**src/rtl/axi_rd_arbiter.sv**
```systemverilog
// axi_rd_arbiter: round-robin AR arbiter sharing one AXI read slave, grant held until RLAST
module axi_rd_arbiter #(
    parameter int NUM_M      = 2,
    parameter int ADDR_WIDTH = 16,
    parameter int LEN_WIDTH  = 8,
    parameter int ID_WIDTH   = 4,
    localparam int GW        = $clog2(NUM_M)
) (
    input  logic                        axi_tb_ACLK,
    input  logic                        axi_tb_ARESET,
    input  logic [NUM_M-1:0]            m_arvalid,
    output logic [NUM_M-1:0]            m_arready,
    input  logic [NUM_M*ADDR_WIDTH-1:0] m_araddr,
    input  logic [NUM_M*LEN_WIDTH-1:0]  m_arlen,
    input  logic [NUM_M*3-1:0]          m_arsize,
    input  logic [NUM_M*2-1:0]          m_arburst,
    input  logic [NUM_M*ID_WIDTH-1:0]   m_arid,
    output logic                        s_arvalid,
    input  logic                        s_arready,
    output logic [ADDR_WIDTH-1:0]       s_araddr,
    output logic [LEN_WIDTH-1:0]        s_arlen,
    output logic [2:0]                  s_arsize,
    output logic [1:0]                  s_arburst,
    output logic [ID_WIDTH-1:0]         s_arid,
    input  logic                        s_rvalid,
    output logic                        s_rready,
    input  logic                        s_rlast,
    output logic [NUM_M-1:0]            m_rvalid,
    input  logic [NUM_M-1:0]            m_rready,
    output logic [GW-1:0]               grant_idx,
    output logic                        busy,
    output logic                        rlast_err
);
    typedef enum logic [1:0] {IDLE, ADDR, DATA} state_t;
    state_t               state;
    logic [GW-1:0]        last_grant;
    logic [GW-1:0]        nxt;
    logic                 found;
    logic [LEN_WIDTH-1:0] beat_cnt;
    logic [LEN_WIDTH-1:0] len_q;
    logic                 in_addr;
    logic                 in_data;

    always_comb begin
        nxt = grant_idx;
        found = 1'b0;
        for (int i = 1; i <= NUM_M; i++) begin
            if (!found && m_arvalid[(int'(last_grant) + i) % NUM_M]) begin
                nxt = GW'((int'(last_grant) + i) % NUM_M);
                found = 1'b1;
            end
        end
    end

    assign in_addr   = state == ADDR;
    assign in_data   = state == DATA;
    assign busy      = state != IDLE;
    assign s_arvalid = in_addr & m_arvalid[grant_idx];
    assign s_araddr  = in_addr ? m_araddr[grant_idx*ADDR_WIDTH +: ADDR_WIDTH] : '0;
    assign s_arlen   = in_addr ? m_arlen[grant_idx*LEN_WIDTH +: LEN_WIDTH] : '0;
    assign s_arsize  = in_addr ? m_arsize[grant_idx*3 +: 3] : '0;
    assign s_arburst = in_addr ? m_arburst[grant_idx*2 +: 2] : '0;
    assign s_arid    = in_addr ? m_arid[grant_idx*ID_WIDTH +: ID_WIDTH] : '0;
    assign m_arready = (in_addr & s_arready) ? NUM_M'(1) << grant_idx : '0;
    assign m_rvalid  = (in_data & s_rvalid) ? NUM_M'(1) << grant_idx : '0;
    assign s_rready  = in_data & m_rready[grant_idx];

    always_ff @(posedge axi_tb_ACLK) begin
        if (axi_tb_ARESET) begin
            state      <= IDLE;
            grant_idx  <= '0;
            last_grant <= GW'(NUM_M - 1);
            beat_cnt   <= '0;
            len_q      <= '0;
            rlast_err  <= 1'b0;
        end else begin
            rlast_err <= 1'b0;
            case (state)
                IDLE: if (found) begin
                    grant_idx <= nxt;
                    state     <= ADDR;
                end
                ADDR: if (s_arvalid && s_arready) begin
                    len_q    <= s_arlen;
                    beat_cnt <= '0;
                    state    <= DATA;
                end
                DATA: if (s_rvalid && s_rready) begin
                    beat_cnt  <= &beat_cnt ? beat_cnt : beat_cnt + 1'b1;
                    // length check only flags; only RLAST ends the burst
                    rlast_err <= s_rlast ? beat_cnt != len_q : beat_cnt == len_q;
                    if (s_rlast) begin
                        last_grant <= grant_idx;
                        state      <= IDLE;
                    end
                end
                default: state <= IDLE;
            endcase
        end
    end
endmodule

```
**config.mk**
```make
export PLATFORM = sky130hd
export DESIGN_NAME = axi_rd_arbiter
export DESIGN_NICKNAME = d
export VERILOG_FILES = /design/src/rtl/axi_rd_arbiter.sv
export SDC_FILE = /design/constraint.sdc
export NUM_CORES = 1
export LEC_CHECK = 0
export ABC_AREA = 1
export BUFFER_PORTS_ARGS = -buffer_cell sky130_fd_sc_hd__buf_2
export CORE_MARGIN = 4
export CORE_UTILIZATION = 38
export CTS_CLUSTER_SIZE = 24
export DETAILED_ROUTE_END_ITERATION = 8
export PLACE_DENSITY = 0.86
export SLEW_MARGIN = 20
export SYNTH_ARGS = -nofsm -noshare
export SYNTH_HDL_FRONTEND = slang
export SYNTH_SLANG_ARGS = --single-unit
```
**constraint.sdc**
```tcl
create_clock -name axi_tb_ACLK -period 1.25 [get_ports axi_tb_ACLK]
set_input_delay 0.25 -clock axi_tb_ACLK [delete_from_list [all_inputs] [get_ports axi_tb_ACLK]]
set_output_delay 0.25 -clock axi_tb_ACLK [all_outputs]
set_load 0.05 [all_outputs]
```
==> results of run 1 <==
logic make-up (layout without fill, tap and decap cells):
family / after synthesis / after routing
xor gates and xnor gates: 1 / 1
AOI/OAI and AO/OA: 71 / 71
DFF: 21 / 21
adders and majority gates: 1 / 1
and+or+nand+nor: 172 / 173
buffers and inverters: 44 / 198
layout make-up:
| class | instances | share of cell area |
|---|---|---|
| multi-input combinational | 246 | 0.454 |
| tap | 52 | 0.0178 |
| timing repair buffer | 165 | 0.364 |
| clock inverter | 1 | 0.00171 |
| clock buffer | 3 | 0.0113 |
| sequential | 21 | 0.119 |
| inverter | 29 | 0.0325 |
through the flow:
step           hold WS (ps)  setup WS [ps]  cell area, um2  setup TNS (ps)   util
3_5_place_dp            460           -226            3090           -8860  0.700
5_1_grt                 266           -512            3650          -23350  0.827
2_1_floorplan           389           -360            2300          -11550      -
3_3_place_gp            454           -193            3090           -7220  0.700
6_report                257           -492            3650          -22180  0.827
4_1_cts                 239           -435            3560          -17970  0.807
worst paths after layout:
path	from	to	slack (ps)	cells past startpoint
worst max-delay path	state[0]$_SDFFE_PP0P_	s_arlen[6]	-490	6
worst min-delay path	s_rlast	rlast_err$_SDFF_PP0_	260	3
worst max register to register	state[0]$_SDFFE_PP0P_	beat_cnt[7]$_SDFFE_PP0P_	-430	9
worst min register to register	len_q[4]$_SDFFE_PP0P_	len_q[4]$_SDFFE_PP0P_	480	2
where the power goes:
group          internal, mW  switching (mW)  total (mW)
sequential            0.759          0.0700       0.829
clock                 0.228           0.258       0.486
combinational          2.04            3.33        5.37
worst min-delay path, stage by stage:
cell and delay (ps):
buf_2 110, nand2_1 80, a21oi_2 50
sequential cells by signal, summed over array words and instances, names as in the netlist:
name and count:
beat_cnt 8, len_q 8, state 2, grant_idx 1, last_grant 1, rlast_err 1
cell usage after synthesis:
library cell  instances  share of area
o21ai_0              11          0.031
xnor2_1               1         0.0050
inv_2                 4         0.0085
clkbuf_1              6          0.013
nand4_1               3          0.011
a21oi_1              54           0.15
nand3_2               2          0.011
buf_2                 4          0.011
nor2_1               19          0.041
nand2_1             121           0.26
nor3_1                6          0.017
dfxtp_1              21           0.24
a21oi_2               3          0.015
buf_4                 3          0.013
ha_1                  1         0.0071
buf_6                 2          0.013
a22oi_1               1         0.0043
o311ai_0              1         0.0050
nor2_4                3          0.019
inv_1                25          0.053
a21oi_4               1         0.0092
nand3_1              16          0.046
nand2_4               1         0.0064
nand3_4               1          0.010
routing by layer:
layer  wire length [um]  GRT usage  vias up
li1                   -          -     1313
met1               3290      0.335     1376
met2               5180      0.600      263
met3               1080     0.0851       76
met4                692      0.167        0
met5                  0          0        -
timing repair:
item / CTS / global route
resized for setup: 109 / 19
gates cloned: 3 / 0
setup buffers: 3 / 5
endpoints found under the setup margin: 59 / 62
pin swaps: 8 / 4
==> metrics.md, run 1 <==
| Metric | Value |
|---|---|
| Outcome | `complete, but fails checks` |
| Failing checks | `negative setup slack` |
| Crit Path Max Fanout | `8` |
| Largest delay share family, worst path | `buffers and inverters` |
| Simple-gate share of the synthesized area | `0.419` |
| Via/cell ratio | `5.86` |
| Initial antenna violation count | `0` |
| Synth Warn # | `0` |
| Global-route wire length before repair | `15500 um` |
| Layout cells sized above 1 | `0.540` |
| P&R area growth vs syn | `108%` |
| Compound-gate portion of the synthesized area | `0.218` |
| Fmax | `574 MHz` |
| Mapped Area | `0.00176 mm2` |
| Xor/xnor share of the synthesized area | `0.00498` |
| CP dominant cell by count | `buf_6` |
| Avg WL per Cell | `19.8 um` |
| Drt total wl | `approximately 10000 um` |
| H-tree depth | `1` |
| Post-CTS Hold Fix Bufs | `0` |
| Yosys cell types | `24` |
| Crit path buffers/inverters | `4` |
| Initial DRC Count | `310` |
| FILL cells | `230` |
| Pin count of the biggest net entering global routing | `19` |
| Root Buffer | `clkbuf_8` |
| Core area | `0.00441 mm2` |
| Clk slew on worst S/H paths | `around 90 ps` |
| N_diodes | `0` |
| Main combinational cell family by area after synthesis | `simple AND/OR/NAND/NOR gates` |
| Die Area | `between 0.005 and 0.006 mm2` |
| Dpl hpwl | `5750 um` |
| Drt pass-1 iters | `5` |
| Crit-path slowest cell | `dfxtp_2` |
| TritonCTS clock tree | `built` |
| Max-cap check violation count | `0` |
| Post-Syn Instances | `310` |
| Placed insts | `~500` |
| Die height | `76.0 um` |
| Starting density of the core | `0.399` |
| Startpoint types | `flip-flop` |
| Critical path data arrival time | `1490 ps` |
| Post-layout nets | `around 540` |
| Std-Cell Rows | `24` |
| Port Buf Inserts | `between 100 and 150` |
| DRC | `0` |
| Final count of pins violating max slew | `0` |
| Crit Path Class | `flip-flop to output pin` |
| Multiplexer share of the synthesized area | `0` |
| Commonest non-fill, non-tap cell in the layout | `nand2_1` |
| Max IR drop VDD | `1.01 mV` |
| Synthesized Nets | `386` |
| Vias | `around 3000` |
| Cell Pwr Density | `1830 mW/mm2` |
| Mean area per synthesized cell | `5.67 um2` |
| Sequential Area | `around 440 um2` |
| WP data required | `1000 ps` |
| Seq/Total Area, Yosys | `0.239` |
| Relative slew slack | `0.732` |
| Worst path max stage delay | `350 ps` |
| Sink Count | `21` |
| Worst-Margin Slew | `397 ps` |
| Post-route total power | `6.69 mW` |
| Period utilization | `1.39` |
| Longest Clk Path Bufs | `2` |
| Final min period | `between 1500 and 2000 ps` |
| Worst Hold Class | `input port to flip-flop` |
| Fin cells | `517` |
| CTS Buf Count | `3` |
| Ports | `117` |
| Gp weighted congestion | `slightly above 0.9` |
| Leak | `1.57 nW` |
| Vias in the first global route | `3081` |
| Die Width | `between 70 and 80 um` |
| Unrepaired setup endpoints after global routing | `yes` |
| Crit. End Element | `output pin` |
| Gr usage total | `0.327` |
| Most frequent cells in the layout | `nand2_1 (115), buf_2 (76), buf_6 (40)` |
| Final hold viol count | `0` |
| Multi-input gate area | `0.00166 mm2` |
| CP Cell Sequence | `inv_2, nor2_4, clkinv_4, buf_6, a21oi_4, buf_6` |
| Adder-Cell Fraction of Synth Area | `0.00711` |
| Congestion Overflow GR | `0` |
| Worst-skew pair later-pin latency | `280 ps` |
| Layout Skew | `between 7 and 8 ps` |
| Setup violators final | `59` |
| Final worst slack | `-492 ps` |
| #FFs+latches synth | `21` |
| Antenna Nets Post-Route | `0` |
Note: power is estimated with default switching activity, not from simulation.
==> run 2, diff against run 1 <==
--- a/config.mk
+++ b/config.mk
@@ -12,6 +12,7 @@
 export CTS_CLUSTER_SIZE = 24
 export DETAILED_ROUTE_END_ITERATION = 8
 export PLACE_DENSITY = 0.86
+export REMOVE_ABC_BUFFERS = 1
 export SLEW_MARGIN = 20
 export SYNTH_ARGS = -nofsm -noshare
 export SYNTH_HDL_FRONTEND = slang
==> run 2 against run 1 <==
- the run still ends with negative setup slack left
- fmax fell by 2.8%
- critical path type unchanged
- largest power group unchanged
- setup slack worse by 50 ps
- non-clock buffer count shrank 2
- highest routed layer unchanged
- register-to-register slack improved by 130 ps
==> metrics.md, run 2 (synthesis gave the netlist of run 1 again) <==
| Metric | Value |
|---|---|
| Fin cells | `515 (-0.39%)` |
| Worst-skew pair later-pin latency | `270 ps (about the same)` |
| Gp weighted congestion | `0.916 (+1.0%)` |
| Worst path max stage delay | `420 ps (+70 ps)` |
| Max IR drop VDD | `1.12 mV (+11%)` |
| H-tree depth | `1 (unchanged)` |
| Ports | `117 (unchanged)` |
| Net Sw Frac | `0.546 (-0.00109)` |
| Final hold viol count | `0 (unchanged)` |
| Clk slew on worst S/H paths | `90 ps (about the same)` |
| Final min period | `1790 ps (+49.5 ps)` |
| Longest Clk Path Bufs | `2 (unchanged)` |
| Crit Path Class | `flip-flop to output pin` |
| Clk pwr share | `0.074 (about the same)` |
| Antenna Nets Post-Route | `0 (unchanged)` |
| Congestion Overflow GR | `0 (unchanged)` |
| Cell Pwr Density | `1770 mW/mm2 (-3.1%)` |
| Worst-Margin Slew | `425 ps (+28.0 ps)` |
| Crit path buffers/inverters | `3 (-1)` |
| Period utilization | `1.43 (+0.0396)` |
| Global-route wire length before repair | `13400 um (-13%)` |
| Switch Pwr | `3.62 mW (-1.0%)` |
| Avg WL per Cell | `21.5 um (+8.6%)` |
| Relative slew slack | `0.716 (-0.0162)` |
| Dpl ws | `-198 ps (+27.8 ps)` |
| Initial antenna violation count | `0 (unchanged)` |
| DRC | `0 (unchanged)` |
| Core area | `0.00441 mm2 (unchanged)` |
| Via/cell ratio | `6.05 (+3.2%)` |
| Busiest layer in global routing | `met2` |
| Layout cells sized above 1 | `0.587 (+0.0477)` |
| FILL cells | `187 (-19%)` |
| WP data required | `1000 ps (about the same)` |
| Setup violators final | `61 (+3.4%)` |
| Initial DRC Count | `374 (+21%)` |
| Die height | `76.0 um (unchanged)` |
| Top flop regs | `beat_cnt x8, len_q x8, state x2` |
| CTS Buf Count | `3 (unchanged)` |
| CP Cell Sequence | `buf_12, buf_16, nand2_1, a21oi_1, buf_4` |
| Global routing usage on met2 | `0.479 (-0.121)` |
| Pint | `3.01 mW (-0.59%)` |
| Unrepaired setup endpoints after global routing | `yes` |
| Combinational share of power | `0.797 (-0.006)` |
| Pin count of the biggest net entering global routing | `21 (+2)` |
| Final worst slack | `-542 ps (-49.5 ps)` |
| Die Area | `0.00578 mm2 (unchanged)` |
| Worst Hold Class | `input port to flip-flop` |
| Routing usage on met3 | `0.0520 (-0.0331)` |
| Failing checks | `negative setup slack` |
| Max-cap check violation count | `0 (unchanged)` |
| Crit-path slowest cell | `dfxtp_4` |
| Crit Path Max Fanout | `5 (-3)` |
| Post-layout nets | `540 (-0.37%)` |
| Flop pwr share | `0.129 (+0.005)` |
| TritonCTS clock tree | `built` |
| Hold WS | `277 ps (+20.3 ps)` |
| Crit. End Element | `output pin` |
| Fmax | `558 MHz (-2.8%)` |
| Sink Count | `21 (unchanged)` |
| Commonest non-fill, non-tap cell in the layout | `nand2_1` |
| Startpoint types | `flip-flop` |
| Critical path data arrival time | `1540 ps (+50 ps)` |
| Drt total wl | `11100 um (+8.2%)` |
| Die Width | `76.0 um (unchanged)` |
| Most frequent cells in the layout | `nand2_1 (86), buf_2 (76), buf_6 (44)` |
| Reg-to-reg setup timing slack | `-300 ps (+130 ps)` |
| Gr usage total | `0.274 (-0.0530)` |
| Drt pass-1 iters | `8 (+3)` |
| Layout Skew | `2.73 ps (-4.69 ps)` |
| GR Layer Usage met1 | `0.329 (-0.00603)` |
| Root Buffer | `clkbuf_8` |
| Outcome | `complete, but fails checks` |
| Vias | `3114 (+2.8%)` |
| Largest delay share family, worst path | `buffers and inverters` |
| Starting density of the core | `0.399 (unchanged)` |
| P&R area growth vs syn | `112%` |
| N_diodes | `0 (unchanged)` |
| Post-CTS Hold Fix Bufs | `0 (unchanged)` |
| Placed insts | `490 (-2.6%)` |
| Std-Cell Rows | `24 (unchanged)` |
| Vias in the first global route | `2812 (-8.7%)` |
| Leak | `1.65 nW (+5.2%)` |
| Post-route total power | `6.63 mW (-0.83%)` |
| Dpl hpwl | `4650 um (-19%)` |
| Final count of pins violating max slew | `0 (unchanged)` |
| Port Buf Inserts | `116 (unchanged)` |
[run 2: final timing paths]
| kind | cells past startpoint | endpoint | startpoint |
|---|---|---|---|
| max | 5 | s_araddr[4] | grant_idx$_SDFFE_PP0P_ |
| min | 3 | grant_idx$_SDFFE_PP0P_ | m_arvalid[1] |
| max reg2reg | 9 | state[1]$_SDFFE_PP0P_ | grant_idx$_SDFFE_PP0P_ |
| min reg2reg | 2 | len_q[6]$_SDFFE_PP0P_ | len_q[6]$_SDFFE_PP0P_ |
[run 2: cell type report]
type / instances / area (um2) / area share
multi-input combinational: 246 / 1640 / 0.438
sequential: 21 / 432 / 0.116
timing repair buffer: 163 / 1440 / 0.386
inverter: 29 / 119 / 0.0318
tap: 52 / 65.1 / 0.0174
clock buffer: 4 / 45.0 / 0.0121
[run 2: metal layers]
layer | vias to the layer above | share of wire
li1 | 1305 | -
met1 | 1407 | 0.33
met2 | 310 | 0.47
met3 | 92 | 0.12
met4 | 0 | 0.087
met5 | - | 0
[run 2: worst reg2reg max path: stages, from the launching register on]
cell and delay [ps]:
dfxtp_4 420, buf_12 140, nand2_1 140, nand2_4 140, a21oi_2 70, nor2_4 190, nand2_1 120, nand2_1 100
nand2_1 60, nor2_1 110
[run 2: metrics by stage]
| stage | util | cell area [um2] | setup TNS (ps) |
|---|---|---|---|
| 2_1_floorplan | - | 1670 | -89260 |
| 3_3_place_gp | 0.579 | 2560 | -5640 |
| 3_5_place_dp | 0.579 | 2560 | -7310 |
| 4_1_cts | 0.769 | 3390 | -14590 |
| 5_1_grt | 0.847 | 3740 | -21400 |
| 6_report | 0.847 | 3740 | -19360 |
[run 2: power by group through the flow]
stage	combinational (mW)	clock [mW]	sequential, mW
final	5.28	0.488	0.859
after global routing	5.45	0.523	0.867
after CTS	4.43	0.463	0.845
after detailed placement	3.23	0	0.828
after global placement	3.16	0	0.824
after floorplan	2.10	0	0.891
[run 2: what timing repair did]
action,CTS,global route
cloned,7,3
pin swaps,19,12
endpoints found under the setup margin,60,61
resized for setup,174,60
setup buffers,11,1
==> run 3, diff against run 2 <==
--- a/config.mk
+++ b/config.mk
@@ -6,12 +6,12 @@
 export NUM_CORES = 1
 export LEC_CHECK = 0
 export ABC_AREA = 1
-export BUFFER_PORTS_ARGS = -buffer_cell sky130_fd_sc_hd__buf_2
-export CORE_MARGIN = 4
-export CORE_UTILIZATION = 38
+export CORE_MARGIN = 3
+export CORE_UTILIZATION = 47
 export CTS_CLUSTER_SIZE = 24
 export DETAILED_ROUTE_END_ITERATION = 8
-export PLACE_DENSITY = 0.86
+export DONT_BUFFER_PORTS = 1
+export PLACE_DENSITY = 0.73
 export REMOVE_ABC_BUFFERS = 1
 export SLEW_MARGIN = 20
 export SYNTH_ARGS = -nofsm -noshare
==> constraint.sdc (replaced) <==
create_clock -name axi_tb_ACLK -period 1.25 [get_ports axi_tb_ACLK]
set_input_delay 0.1875 -clock axi_tb_ACLK [delete_from_list [all_inputs] [get_ports axi_tb_ACLK]]
set_output_delay 0.1875 -clock axi_tb_ACLK [all_outputs]
set_load 0.05 [all_outputs]
==> run 3 against run 2 <==
- the flow now stops in global routing (5_1_grt)
- synthesized cell count unchanged
- synthesized area did not move
==> metrics.md, run 3 <==
| Metric | Value |
|---|---|
| Gp weighted congestion | `0.906 (-1.0%)` |
| Die height | `67.2 um (-12%)` |
| Commonest cells post-synth | `nand2_1 (121), a21oi_1 (54), inv_1 (25), dfxtp_1 (21), nor2_1 (19)` |
| Top FF cell, synth | `dfxtp_1` |
| Std-Cell Rows | `21 (-13%)` |
| Post-synth EDFFs | `0 (unchanged)` |
| Ports | `117 (unchanged)` |
| Seq/Total Area, Yosys | `0.239 (unchanged)` |
| Mapped Area | `0.00176 mm2 (unchanged)` |
| Sink Count | `21 (unchanged)` |
| Post-Syn Instances | `310 (unchanged)` |
| Worst endpoint type | `primary output` |
| Error msg | `[ERROR GRT-0232] Routing congestion too high. Check the congestion heatmap in the GUI.` |
| Starting density of the core | `0.507 (+0.109)` |
| Gr usage total | `0.835` |
| Yosys cell types | `24 (unchanged)` |
| Mean area per synthesized cell | `5.67 um2 (unchanged)` |
| Exit stage | `global routing (5_1_grt)` |
| Post-synth top area cell | `nand2_1` |
| Async SR Flop Fraction | `0 (unchanged)` |
| GRT repair_timing worst endpoint | `s_arlen[1]` |
| Outcome | `aborted with a tool error` |
| Top post-synthesis cells by area | `nand2_1 (26%), dfxtp_1 (24%), a21oi_1 (15%)` |
| Congestion Overflow GR | `190` |
| Pin count of the biggest net entering global routing | `16` |
| Port Buf Inserts | `0 (-100%)` |
| Longest Clk Path Bufs | `2 (unchanged)` |
| #FFs+latches synth | `21 (unchanged)` |
| Synth Warn # | `0 (unchanged)` |
| Placed cell area | `0.00229 mm2 (-10%)` |
| Dpl hpwl | `4720 um (+1.4%)` |
| Count leader, synth | `nand2_1` |
| H-tree depth | `1 (unchanged)` |
| Top cell type's share of synthesized area | `0.258 (unchanged)` |
| CTS Buf Count | `3 (unchanged)` |
| Die Width | `67.2 um (-12%)` |
| Root Buffer | `clkbuf_8` |
run 3: cell counts after synthesis:
Identical to the previous run, type by type.
run 3: logic make-up after synthesis:
| kind of cell | Yosys count | synth area share |
|---|---|---|
| adder cells (fa/ha/maj) | 1 | 0.00711 |
| XOR/XNOR | 1 | 0.00498 |
| AND/OR/NAND/NOR | 172 | 0.419 |
| flip-flops | 21 | 0.239 |
| AO/OA/AOI/OAI | 71 | 0.218 |
| buffers and inverters | 44 | 0.112 |
run 3: metal layers:
layer,overflow,global-route usage
met3,0,0.594
met4,57,1.02
met5,0,0.138
met2,132,1.09
met1,1,0.755
run 3: per-stage QoR:
step | setup WS (ps) | std cells | util | TNS, ps | hold slack [ps]
floorplan | -2140 | 295 | - | -86760 | 250
global placement | -115 | 409 | 0.661 | -1770 | 253
detailed placement | -139 | 409 | 0.661 | -3410 | 255
CTS | -317 | 433 | 0.863 | -12100 | 45.9
run 3: repair_timing:
action | 4_1_cts
buffers inserted | 13
hold buffers | 1
pin swaps | 20
gates cloned | 6
resized for setup | 118
endpoints found under the setup margin | 58
endpoints found under the hold margin | 10
==> run 4, diff against run 3 <==
--- a/config.mk
+++ b/config.mk
@@ -7,11 +7,10 @@
 export LEC_CHECK = 0
 export ABC_AREA = 1
 export CORE_MARGIN = 3
-export CORE_UTILIZATION = 47
-export CTS_CLUSTER_SIZE = 24
+export CORE_UTILIZATION = 32
 export DETAILED_ROUTE_END_ITERATION = 8
 export DONT_BUFFER_PORTS = 1
-export PLACE_DENSITY = 0.73
+export PLACE_DENSITY_LB_ADDON = 0.15
 export REMOVE_ABC_BUFFERS = 1
 export SLEW_MARGIN = 20
 export SYNTH_ARGS = -nofsm -noshare
==> constraint.sdc (replaced) <==
create_clock -name axi_tb_ACLK -period 1.6 [get_ports axi_tb_ACLK]
set_input_delay 0.24 -clock axi_tb_ACLK [delete_from_list [all_inputs] [get_ports axi_tb_ACLK]]
set_output_delay 0.24 -clock axi_tb_ACLK [all_outputs]
set_load 0.05 [all_outputs]
==> run 4 against run 3 <==
- the flow now finishes, with violations (negative setup slack)
==> metrics.md, run 4 (synthesis gave the netlist of run 1 again) <==
| Metric | Value |
|---|---|
| Outcome | `complete, but fails checks` |
| Failing checks | `negative setup slack` |
| Vias in the first global route | `about 2200` |
| Critical path data arrival time | `1370 ps` |
| P&R area growth vs syn | `63.7%` |
| Fmax | `619 MHz` |
| Post-layout nets | `446` |
| Global routing usage on met2 | `0.367` |
| Worst-skew pair later-pin latency | `between 200 and 300 ps` |
| Final min period | `between 1500 and 2000 ps` |
| Commonest non-fill, non-tap cell in the layout | `nand2_1` |
| Crit Path Max Fanout | `9` |
| Layout Skew | `7.87 ps` |
| Routing usage on met3 | `0.0549` |
| Setup TNS | `-51.5 ps` |
| FILL cells | `510` |
| CP Cell Sequence | `inv_2, nor2_4, inv_4, clkbuf_16, nor3_2, buf_6` |
| Max IR drop VDD | `1.05 mV` |
| Final worst slack | `-14.7 ps` |
| H-tree depth | `1 (unchanged)` |
| CTS Buf Count | `3 (unchanged)` |
| Port Buf Inserts | `0 (unchanged)` |
| Initial antenna violation count | `0` |
| Pin count of the biggest net entering global routing | `23` |
| Top flop regs | `beat_cnt x8, len_q x8, state x2` |
| Fin cells | `439` |
| Crit. End Element | `output pin` |
| Fin area | `roughly 0.0029 mm2` |
| Cell Pwr Density | `~1500 mW/mm2` |
| Drt total wl | `6760 um` |
| Avg WL per Cell | `15.4 um` |
| Crit Path Class | `flip-flop to output pin` |
| Clk slew on worst S/H paths | `approximately 90 ps` |
| Post-CTS Hold Fix Bufs | `0 (-1)` |
| Multi-input gate area | `0.00135 mm2` |
| Congestion Overflow GR | `0` |
| Startpoint types | `flip-flop` |
| Die Width | `80.1 um (+19%)` |
| Worst Hold Class | `input port to flip-flop` |
| DRC | `0` |
| Root Buffer | `clkbuf_8` |
| Die height | `80.1 um (+19%)` |
| Placed cell area | `0.00218 mm2 (-5.0%)` |
| Sink Count | `21 (unchanged)` |
| Longest Clk Path Bufs | `2 (unchanged)` |
| Final count of pins violating max slew | `0` |
| Setup violators final | `8` |
| Die Area | `0.00642 mm2` |
| Post-route total power | `4.34 mW` |
| Busiest layer in global routing | `met2` |
| Gr usage total | `0.194` |
| Drt pass-1 iters | `4` |
| TritonCTS clock tree | `built` |
| Worst path max stage delay | `360 ps` |
| Layout Utilization | `0.553` |
| Sequential Area | `430 um2` |
| Most frequent cells in the layout | `nand2_1 (112), buf_6 (30), a21oi_1 (29)` |
| Final hold viol count | `0` |
| Relative slew slack | `0.658` |
| Max-cap check violation count | `0` |
| Via/cell ratio | `slightly above 5` |
| Starting density of the core | `0.338 (-0.169)` |
| Initial DRC Count | `between 70 and 80` |
| Gp weighted congestion | `0.853 (-5.8%)` |
| Crit-path slowest cell | `dfxtp_4` |
| Placed insts | `414 (+1.2%)` |
| Unrepaired setup endpoints after global routing | `yes` |
| GR Layer Usage met1 | `0.215` |
| Layout cells sized above 1 | `0.360` |
| Core area | `between 0.005 and 0.006 mm2` |
| Global-route wire length before repair | `10100 um` |
| Dpl hpwl | `4480 um (-5.2%)` |
| Leak | `1.18 nW` |
| Worst-Margin Slew | `a little over 500 ps` |
| Antenna Nets Post-Route | `0` |
| N_diodes | `0` |
| Std-Cell Rows | `26 (+24%)` |
| Period utilization | `1.01` |
| Vias | `2259` |
| WP data required | `1360 ps` |
| Ports | `117 (unchanged)` |
[run 4: worst paths after layout]
kind	start	end	slack [ps]	cells past startpoint
max	state[0]$_SDFFE_PP0P_	m_arready[1]	-10	6
min	axi_tb_ARESET	state[0]$_SDFFE_PP0P_	10	1
max reg2reg	state[0]$_SDFFE_PP0P_	beat_cnt[1]$_SDFFE_PP0P_	70	10
min reg2reg	len_q[4]$_SDFFE_PP0P_	len_q[4]$_SDFFE_PP0P_	480	2
[run 4: final cells by class]
class | instances | area share
Tap cell | 70 | 0.0304
Clock buffer | 3 | 0.0143
Sequential cell | 21 | 0.150
Timing Repair Buffer | 69 | 0.294
Inverter | 29 | 0.0422
Clock inverter | 1 | 0.00174
Multi-Input combinational cell | 246 | 0.468
[run 4: critical path: cells and delay by family (launching register included)]
| kind | cells | cell delay (ps) |
|---|---|---|
| buf+inv | 4 | 490 |
| flops | 1 | 360 |
| simple gates | 2 | 240 |
[run 4: power by group]
group	internal, mW	leakage (nW)	total (mW)	switching (mW)
Clock	0.175	0.0255	0.378	0.203
Sequential	0.600	0.172	0.673	0.0736
Combinational	1.25	0.978	3.29	2.04
Total	2.02	1.18	4.34	2.32
[run 4: timing repair]
action / CTS / global route
pin swaps: 3 / 10
setup endpoints to repair: 39 / 41
setup buffers: 6 / 7
cloned: 2 / 6
resized for setup: 48 / 55
[run 4: routing by layer]
metal,share of wire,vias to the layer above
met2,0.53,73
li1,-,1118
met5,0,-
met1,0.39,1064
met3,0.068,4
met4,0.0043,0
[run 4: metrics by stage]
step	hold slack, ps	worst slack, ps
2_1_floorplan	302	-1840
3_3_place_gp	307	125
3_5_place_dp	309	92.3
4_1_cts	12.7	-17.0
5_1_grt	0.663	-64.8
6_report	14.0	-14.7
